<file path="config.mk">
export PLATFORM = sky130hd
export DESIGN_NAME = reset_seq
export DESIGN_NICKNAME = d
export VERILOG_FILES = /design/src/rtl/reset_seq_pkg.sv /design/src/rtl/seq_counter.sv /design/src/rtl/reset_seq.sv
export SDC_FILE = /design/constraint.sdc
export NUM_CORES = 1
export LEC_CHECK = 0
export CAP_MARGIN = 20
export CORE_ASPECT_RATIO = 0.8
export CORE_MARGIN = 2
export CORE_UTILIZATION = 40
export CTS_CLUSTER_SIZE = 14
export DETAILED_ROUTE_END_ITERATION = 10
export GPL_TIMING_DRIVEN = 0
export SLEW_MARGIN = 20
export SYNTH_ARGS = -nofsm -noshare
export SYNTH_HDL_FRONTEND = slang
export SYNTH_SLANG_ARGS = --single-unit
</file>
<file path="constraint.sdc">
create_clock -name clk -period 2.03 [get_ports clk]
set_input_delay 0.3045 -clock clk [delete_from_list [all_inputs] [get_ports clk]]
set_output_delay 0.3045 -clock clk [all_outputs]
set_load 0.01 [all_outputs]
</file>
<file path="src/rtl/reset_seq_pkg.sv">
// Shared types and default constants for the reset sequencer.
// Pure declarations; no logic, no latency.
package reset_seq_pkg;

  typedef enum logic [1:0] {
    HOLD  = 2'd0,
    STAGE = 2'd1,
    RUN   = 2'd2
  } state_e;

  localparam int DEF_HOLD_CYCLES = 16;
  localparam int DEF_NUM_OUT     = 4;
  localparam int DEF_GAP_CYCLES  = 4;

  function automatic int max_int(input int a, input int b);
    return (a > b) ? a : b;
  endfunction

endpackage

</file>
<file path="src/rtl/seq_counter.sv">
// Saturating up-counter with clear/load/enable and a compare against tc_val_i.
// Count updates one cycle after enable; tc_o is a compare on the registered count.
module seq_counter #(
  parameter int W = 5
) (
  input  logic         clk,
  input  logic         reset,
  input  logic         clr_i,
  input  logic         en_i,
  input  logic         load_i,
  input  logic [W-1:0] load_val_i,
  input  logic [W-1:0] tc_val_i,
  output logic         tc_o
);

  logic [W-1:0] cnt_q, cnt_d;

  // Clear beats load beats increment; saturate instead of wrapping.
  always_comb begin
    cnt_d = cnt_q;
    if (clr_i)
      cnt_d = '0;
    else if (load_i)
      cnt_d = load_val_i;
    else if (en_i && (cnt_q != '1))
      cnt_d = cnt_q + W'(1);
  end

  always_ff @(posedge clk) begin
    if (reset)
      cnt_q <= '0;
    else
      cnt_q <= cnt_d;
  end

  assign tc_o = (cnt_q == tc_val_i);

endmodule

</file>
<file path="src/rtl/reset_seq.sv">
// Power-on / software reset sequencer: hold all outputs low, then release them one by one.
// All outputs are flops; a release lands on the edge the hold/gap count expires.
module reset_seq
  import reset_seq_pkg::*;
#(
  parameter int HOLD_CYCLES = DEF_HOLD_CYCLES,
  parameter int NUM_OUT     = DEF_NUM_OUT,
  parameter int GAP_CYCLES  = DEF_GAP_CYCLES
) (
  input  logic               clk,
  input  logic               reset,
  input  logic               sw_rst_req,
  output logic [NUM_OUT-1:0] rst_n_out,
  output logic               busy,
  output logic               done
);

  localparam int CNT_W = $clog2(max_int(HOLD_CYCLES, GAP_CYCLES) + 1);
  localparam int IDX_W = $clog2(NUM_OUT + 1);

  state_e             state_q, state_d;
  logic [NUM_OUT-1:0] rst_n_q, rst_n_d;
  logic [IDX_W-1:0]   idx_q, idx_d;
  logic               busy_q, busy_d;
  logic               done_q, done_d;
  logic               cnt_clr, cnt_en, cnt_tc;
  logic [CNT_W-1:0]   tc_val;

  assign tc_val = (state_q == HOLD) ? CNT_W'(HOLD_CYCLES - 1) : CNT_W'(GAP_CYCLES - 1);

  seq_counter #(.W(CNT_W)) u_cnt (
    .clk        (clk),
    .reset      (reset),
    .clr_i      (cnt_clr),
    .en_i       (cnt_en),
    .load_i     (1'b0),
    .load_val_i ('0),
    .tc_val_i   (tc_val),
    .tc_o       (cnt_tc)
  );

  always_comb begin
    state_d = state_q;
    rst_n_d = rst_n_q;
    idx_d   = idx_q;
    busy_d  = busy_q;
    done_d  = 1'b0;
    cnt_clr = 1'b0;
    cnt_en  = 1'b0;
    case (state_q)
      HOLD: begin
        if (sw_rst_req) begin
          cnt_clr = 1'b1;
        end else if (cnt_tc) begin
          rst_n_d = NUM_OUT'(1);
          idx_d   = IDX_W'(1);
          cnt_clr = 1'b1;
          if (NUM_OUT == 1) begin
            state_d = RUN;
            busy_d  = 1'b0;
            done_d  = 1'b1;
          end else begin
            state_d = STAGE;
          end
        end else begin
          cnt_en = 1'b1;
        end
      end
      STAGE: begin
        if (sw_rst_req) begin
          state_d = HOLD;
          rst_n_d = '0;
          idx_d   = '0;
          busy_d  = 1'b1;
          cnt_clr = 1'b1;
        end else if (cnt_tc) begin
          // idx_q is the next bit to release, so the output stays a thermometer code.
          rst_n_d = rst_n_q | (NUM_OUT'(1) << idx_q);
          idx_d   = idx_q + IDX_W'(1);
          cnt_clr = 1'b1;
          if (idx_q == IDX_W'(NUM_OUT - 1)) begin
            state_d = RUN;
            busy_d  = 1'b0;
            done_d  = 1'b1;
          end
        end else begin
          cnt_en = 1'b1;
        end
      end
      RUN: begin
        if (sw_rst_req) begin
          state_d = HOLD;
          rst_n_d = '0;
          idx_d   = '0;
          busy_d  = 1'b1;
          cnt_clr = 1'b1;
        end
      end
      default: begin
        state_d = HOLD;
        rst_n_d = '0;
        idx_d   = '0;
        busy_d  = 1'b1;
        cnt_clr = 1'b1;
      end
    endcase
  end

  always_ff @(posedge clk) begin
    if (reset) begin
      state_q <= HOLD;
      rst_n_q <= '0;
      idx_q   <= '0;
      busy_q  <= 1'b1;
      done_q  <= 1'b0;
    end else begin
      state_q <= state_d;
      rst_n_q <= rst_n_d;
      idx_q   <= idx_d;
      busy_q  <= busy_d;
      done_q  <= done_d;
    end
  end

  assign rst_n_out = rst_n_q;
  assign busy      = busy_q;
  assign done      = done_q;

endmodule

</file>
; Yosys cells after proc, flatten, opt, wreduce, memory -nomap -nowiden
; Cells that the tools add are included.
[word_totals]
input_bits = 3
out_inout_bits = 6
register_bits = 16
word_cells = 64
[classes]
addsub = 2
n_eq_ne = 10
reduce_logical = 8
bitwise = 4
n_shift = 1
muxes = 33
[ops]
columns = cell, n
row1 = $mux 4, 6
row2 = $mux 3, 5
row3 = $mux 2, 6
row4 = $pmux 4 s3, 1
row5 = $mux 1, 11
row6 = $pmux 3 s3, 1
row7 = $reduce_and 4->1, 2
row8 = $ne 2x2->1 const B, 3
row9 = $ne 3x3->1 const B, 2
row10 = $pmux 2 s3, 1
row11 = $add 5x1->5 const B, 1
row12 = $eq 5x4->1, 1
row13 = $ne 5x5->1 const B, 1
row14 = $reduce_and 5->1, 1
row15 = $or 4x4->4, 1
row16 = $reduce_or 2->1, 2
row17 = $reduce_or 4->1, 1
row18 = $shl 1x3->4 const A, 1
row19 = $add 3x1->3 const B, 1
row20 = $eq 3x2->1 const B, 1
row21 = $not 1->1, 3
row22 = $pmux 1 s3, 1
row23 = $eq 2x1->1 const B, 1
row24 = $eq 2x2->1 const B, 1
row25 = 3 further kinds, 3

; Depth between registers and ports, before layout
[logic_depth]
word_depth = 7
ltp_mapped = 7
ltp_nobuf = 7

; Cells and area by module
; From an unflattened synthesis, not the netlist that was laid out.
[unflattened]
hier_cells = 107
area_unflattened_um2 = 974.7
[by_module_without_submodules]
columns = mod, area_per_inst_um2, n_inst, cells_per_inst, seq_area_each_um2
row1 = reset_seq, 618.1, 1, 70, 220.2
row2 = seq_counter, 356.6, 1, 37, 100.1

; Worst setup path before layout
; No wires, ideal clock.
[synth_path]
path_type = flip-flop to flip-flop
start = register u_cnt.cnt_q[0]
end = register u_cnt.cnt_q[0]
stages_incl_launch_ff = 7
n_path_buf = 0
period_less_slack_ns = 1.734
arrival_ns = 1.663
setup_ns = 0.071
t_required_ns = 1.959
setup_slack_ns = 0.296
path_cell_list = dfxtp_1 -> ha_1 -> and3_1 -> ha_1 -> or3_1 -> a211o_1 -> a21oi_1
[synth_between]
elab_chain_len = 5
elab_cells_between_ends = 11
classes_between = add/sub (1) / eq/ne (2) / mux (6) / reduce/logical (2)
[synth_rtl]
columns = item, line_no
row1 = start: declaration, seq_counter.sv:16  ; logic [W-1:0] cnt_q, cnt_d;
row2 = start signal: assignment, seq_counter.sv:33  ; cnt_q <= cnt_d;
row3 = $eq 5x4->1, seq_counter.sv:36  ; assign tc_o = (cnt_q == tc_val_i);
row4 = $mux 1, "reset_seq.sv:54, reset_seq.sv:76"
row5 = $mux 1, reset_seq.sv:70  ; if (sw_rst_req) begin
row6 = $pmux 1 s2 / $mux 1 (equally long branches), --
row7 = $reduce_or 2->1 (no source line) / $logic_and 1x1->1 (equally long branches), --
; Several ways; a longest one is shown, not always the timed one.
; A chain may end at the register's enable or synchronous reset.

; Worst setup path in the final report
; Ends and elaborated chain as after synthesis.

==> results.py <==
metrics = {
    "run_status": {
        "status": "finished clean",
    },
    "sta": {
        "whs_ns": 0.447,
        "min_period_ns": 1.87,
        "slew_violations": 0,
        "slew_headroom": 0.653,
        "setup_violations": 0,
        "timing.fmax_ghz": 0.536,
        "tightest_slew_ns": 0.506,
        "hold_viol": 0,
        "fin_worst_skew_ns": 0.00175,
        "rsz0062_at_grt": "no",
        "period_share": 0.920,
        "finalSetupTns_ns": 0,
    },
    "global_route": {
        "antenna_found_initial": 0,
        "grt_usage": 0.164,
        "grt_pass1_wl_um": 3350,
        "grt_max_degree": 11,
        "grt_overflow": 0,
        "first_global_vias": 736,
    },
    "route": {
        "via_count": 853,
        "dr.first_iter.drc_count": 21,
        "final_antenna_net_count": 0,
        "avgViaCountPerCell": 5.69,
        "remaining_drc_errors": 0,
        "first_pass_iters": 4,
        "totalWireLength_um": 2070,
        "post_drt_wl_per_cell_um": 13.8,
    },
    "clock_tree": {
        "clkLatencyLatePin_ns": 0.29,
        "root_buffer": "clkbuf_4",
        "cts_tree": "done",
        "clockBufferDepth": 2,
        "path_clk_slew_ns": 0.09,
        "post_cts.repair.setup_buffers": 0,
        "cts_htree_levels": 1,
        "clock-sinks": 16,
        "numCtsBuffers": 3,
        "cts_hold_buf": 0,
    },
    "place": {
        "routabilityCongestion": 0.865,
        "dp.final_hpwl_um": 1570,
        "place_area_um2": 1070,
        "io_buffers": 7,
    },
    "finish": {
        "nNetsFinal": 136,
        "drive_gt1_frac": 0.0800,
        "fillers": 212,
        "final_util": 0.498,
        "final_area_um2": 1110,
        "multi_input_area_um2": 602,
        "diodes": 0,
        "areaGrowthSynthToFinish_pct": 14.7,
        "seqCellArea_um2": 320,
    },
    "logic_synthesis": {
        "synth_common_cells": "dfxtp_1, a21oi_1, o211ai_1, ha_1, inv_1",
        "syn-num-nets": 124,
        "synth_area_um2": 970,
        "synth_ff_type": "dfxtp_1",
        "ys_seq_area_frac": 0.330,
        "syn_area_per_cell_um2": 8.51,
        "ys_top_cells_by_area": "dfxtp_1, ha_1, o211ai_1",
        "async_reset_ff_frac": 0,
        "synth.most_common_cell": "dfxtp_1",
        "synth_top_area_share": 0.330,
        "yosysWarningCount": 0,
        "syn_inst": 114,
        "synth_edf_count": 0,
        "yosys.area.top_type": "dfxtp_1",
        "yosys.cell_types.count": 34,
        "synth_seq_cells": 16,
    },
    "critical_path": {
        "crit_arrival_ns": 2.10,
        "end_kind": "flop",
        "critPathKind": "reg -> reg",
        "cp-start-kind": "flop",
        "cp_max_fo": 5,
        "worstPathRequired_ns": 2.26,
    },
    "pwr": {
        "leakagePower_nw": 0.431,
        "vdd.ir_drop.worst_uv": 365,
        "p_total_w": 0.000560,
        "pwr_density_cell_nw_per_um2": 504,
    },
    "die": {
        "die_y_um": 48.0,
        "dieArea_um2": 2840,
        "die_width_um": 59.0,
        "ioPinCount": 9,
        "std_cell_rows": 15,
        "initial_core_util": 0.434,
        "core_area_um2": 2230,
    },
    "worst_hold_path": {
        "holdCritPathClass": "reg -> reg",
    },
    "run": {
        "cap_violations": 0,
    },
}
-- metrics by stage --
stage,std cells,setup slack [ns]
floorplan,114,0.296
global placement,146,0.0949
detailed placement,146,0.0910
CTS,150,0.0692
global route,150,0.0583
finish,150,0.163
-- power by group --
group / internal, W / switching (W)
Combinational: 0.00000979 / 0.0000182
Clock: 0.000109 / 0.000106
Sequential: 0.000315 / 0.00000145
-- logic make-up (layout without fill, tap and decap cells) --
| logic type | after synthesis | in the layout | synth area share |
|---|---|---|---|
| AO/OA/AOI/OAI | 37 | 37 | 0.262 |
| AND/OR/NAND/NOR | 35 | 35 | 0.200 |
| flip-flops | 16 | 16 | 0.330 |
| buffers and inverters | 13 | 24 | 0.0542 |
| adder cells (fa/ha/maj) | 8 | 8 | 0.101 |
| multiplexers | 5 | 5 | 0.0529 |
-- timing repair --
action                                  4_1_cts  5_1_grt
gates resized for setup                       0        2
endpoints found under the hold margin         0        0
endpoints found under the setup margin        0        2
-- sequential cells by signal, indices dropped and copies added (netlist names) --
name         count
busy             1
done             1
rst_n_out        4
state_q          2
u_cnt.cnt_q      5
idx_q            3
-- cells in the final DEF (no fill, tap or decap), types with 3 or more instances in the layout --
cell             Yosys  final
o211ai_1             8      8
nor3_1               4      3
clkbuf_1             5      5
dfxtp_1             16     16
nand2b_1             4      4
nand2_1              6      6
mux2i_1              4      4
inv_1                7      7
clkbuf_4             0      3
nor2_1               6      6
ha_1                 7      7
o21ai_0              6      5
clkdlybuf4s50_1      0      7
a21oi_1              9      9
nand4_1              4      4
-- worst paths after layout --
path / end / start / slack [ns] / depth (start not counted)
min reg2reg: rst_n_out[1] / rst_n_out[1] / 0.45 / 2
min: rst_n_out[1] / rst_n_out[1] / 0.45 / 2
max reg2reg: u_cnt.cnt_q[0] / u_cnt.cnt_q[0] / 0.16 / 6
max: u_cnt.cnt_q[0] / u_cnt.cnt_q[0] / 0.16 / 6
-- final cells by class --
type,count,area share
inverter,7,0.0236
sequential,16,0.288
tap,25,0.0281
buffer,6,0.0236
multi-input combinational,85,0.541
clock buffer,4,0.0326
timing repair buffer,7,0.0630
-- layer usage --
layer | vias to the layer above | part of all wire | global-route usage
met4 | 0 | 0.011 | 0.0409
met5 | - | 0 | 0
li1 | 449 | - | -
met2 | 20 | 0.38 | 0.240
met1 | 380 | 0.56 | 0.231
met3 | 4 | 0.046 | 0.0595
-- critical path, stage by stage (launching register included) --
cell     delay [ns]
dfxtp_1        0.36
ha_1           0.26
and3_1         0.20
ha_1           0.21
or3_1          0.37
a211o_1        0.29
a21oi_1        0.13
Power figures use the tool's default switching activity.
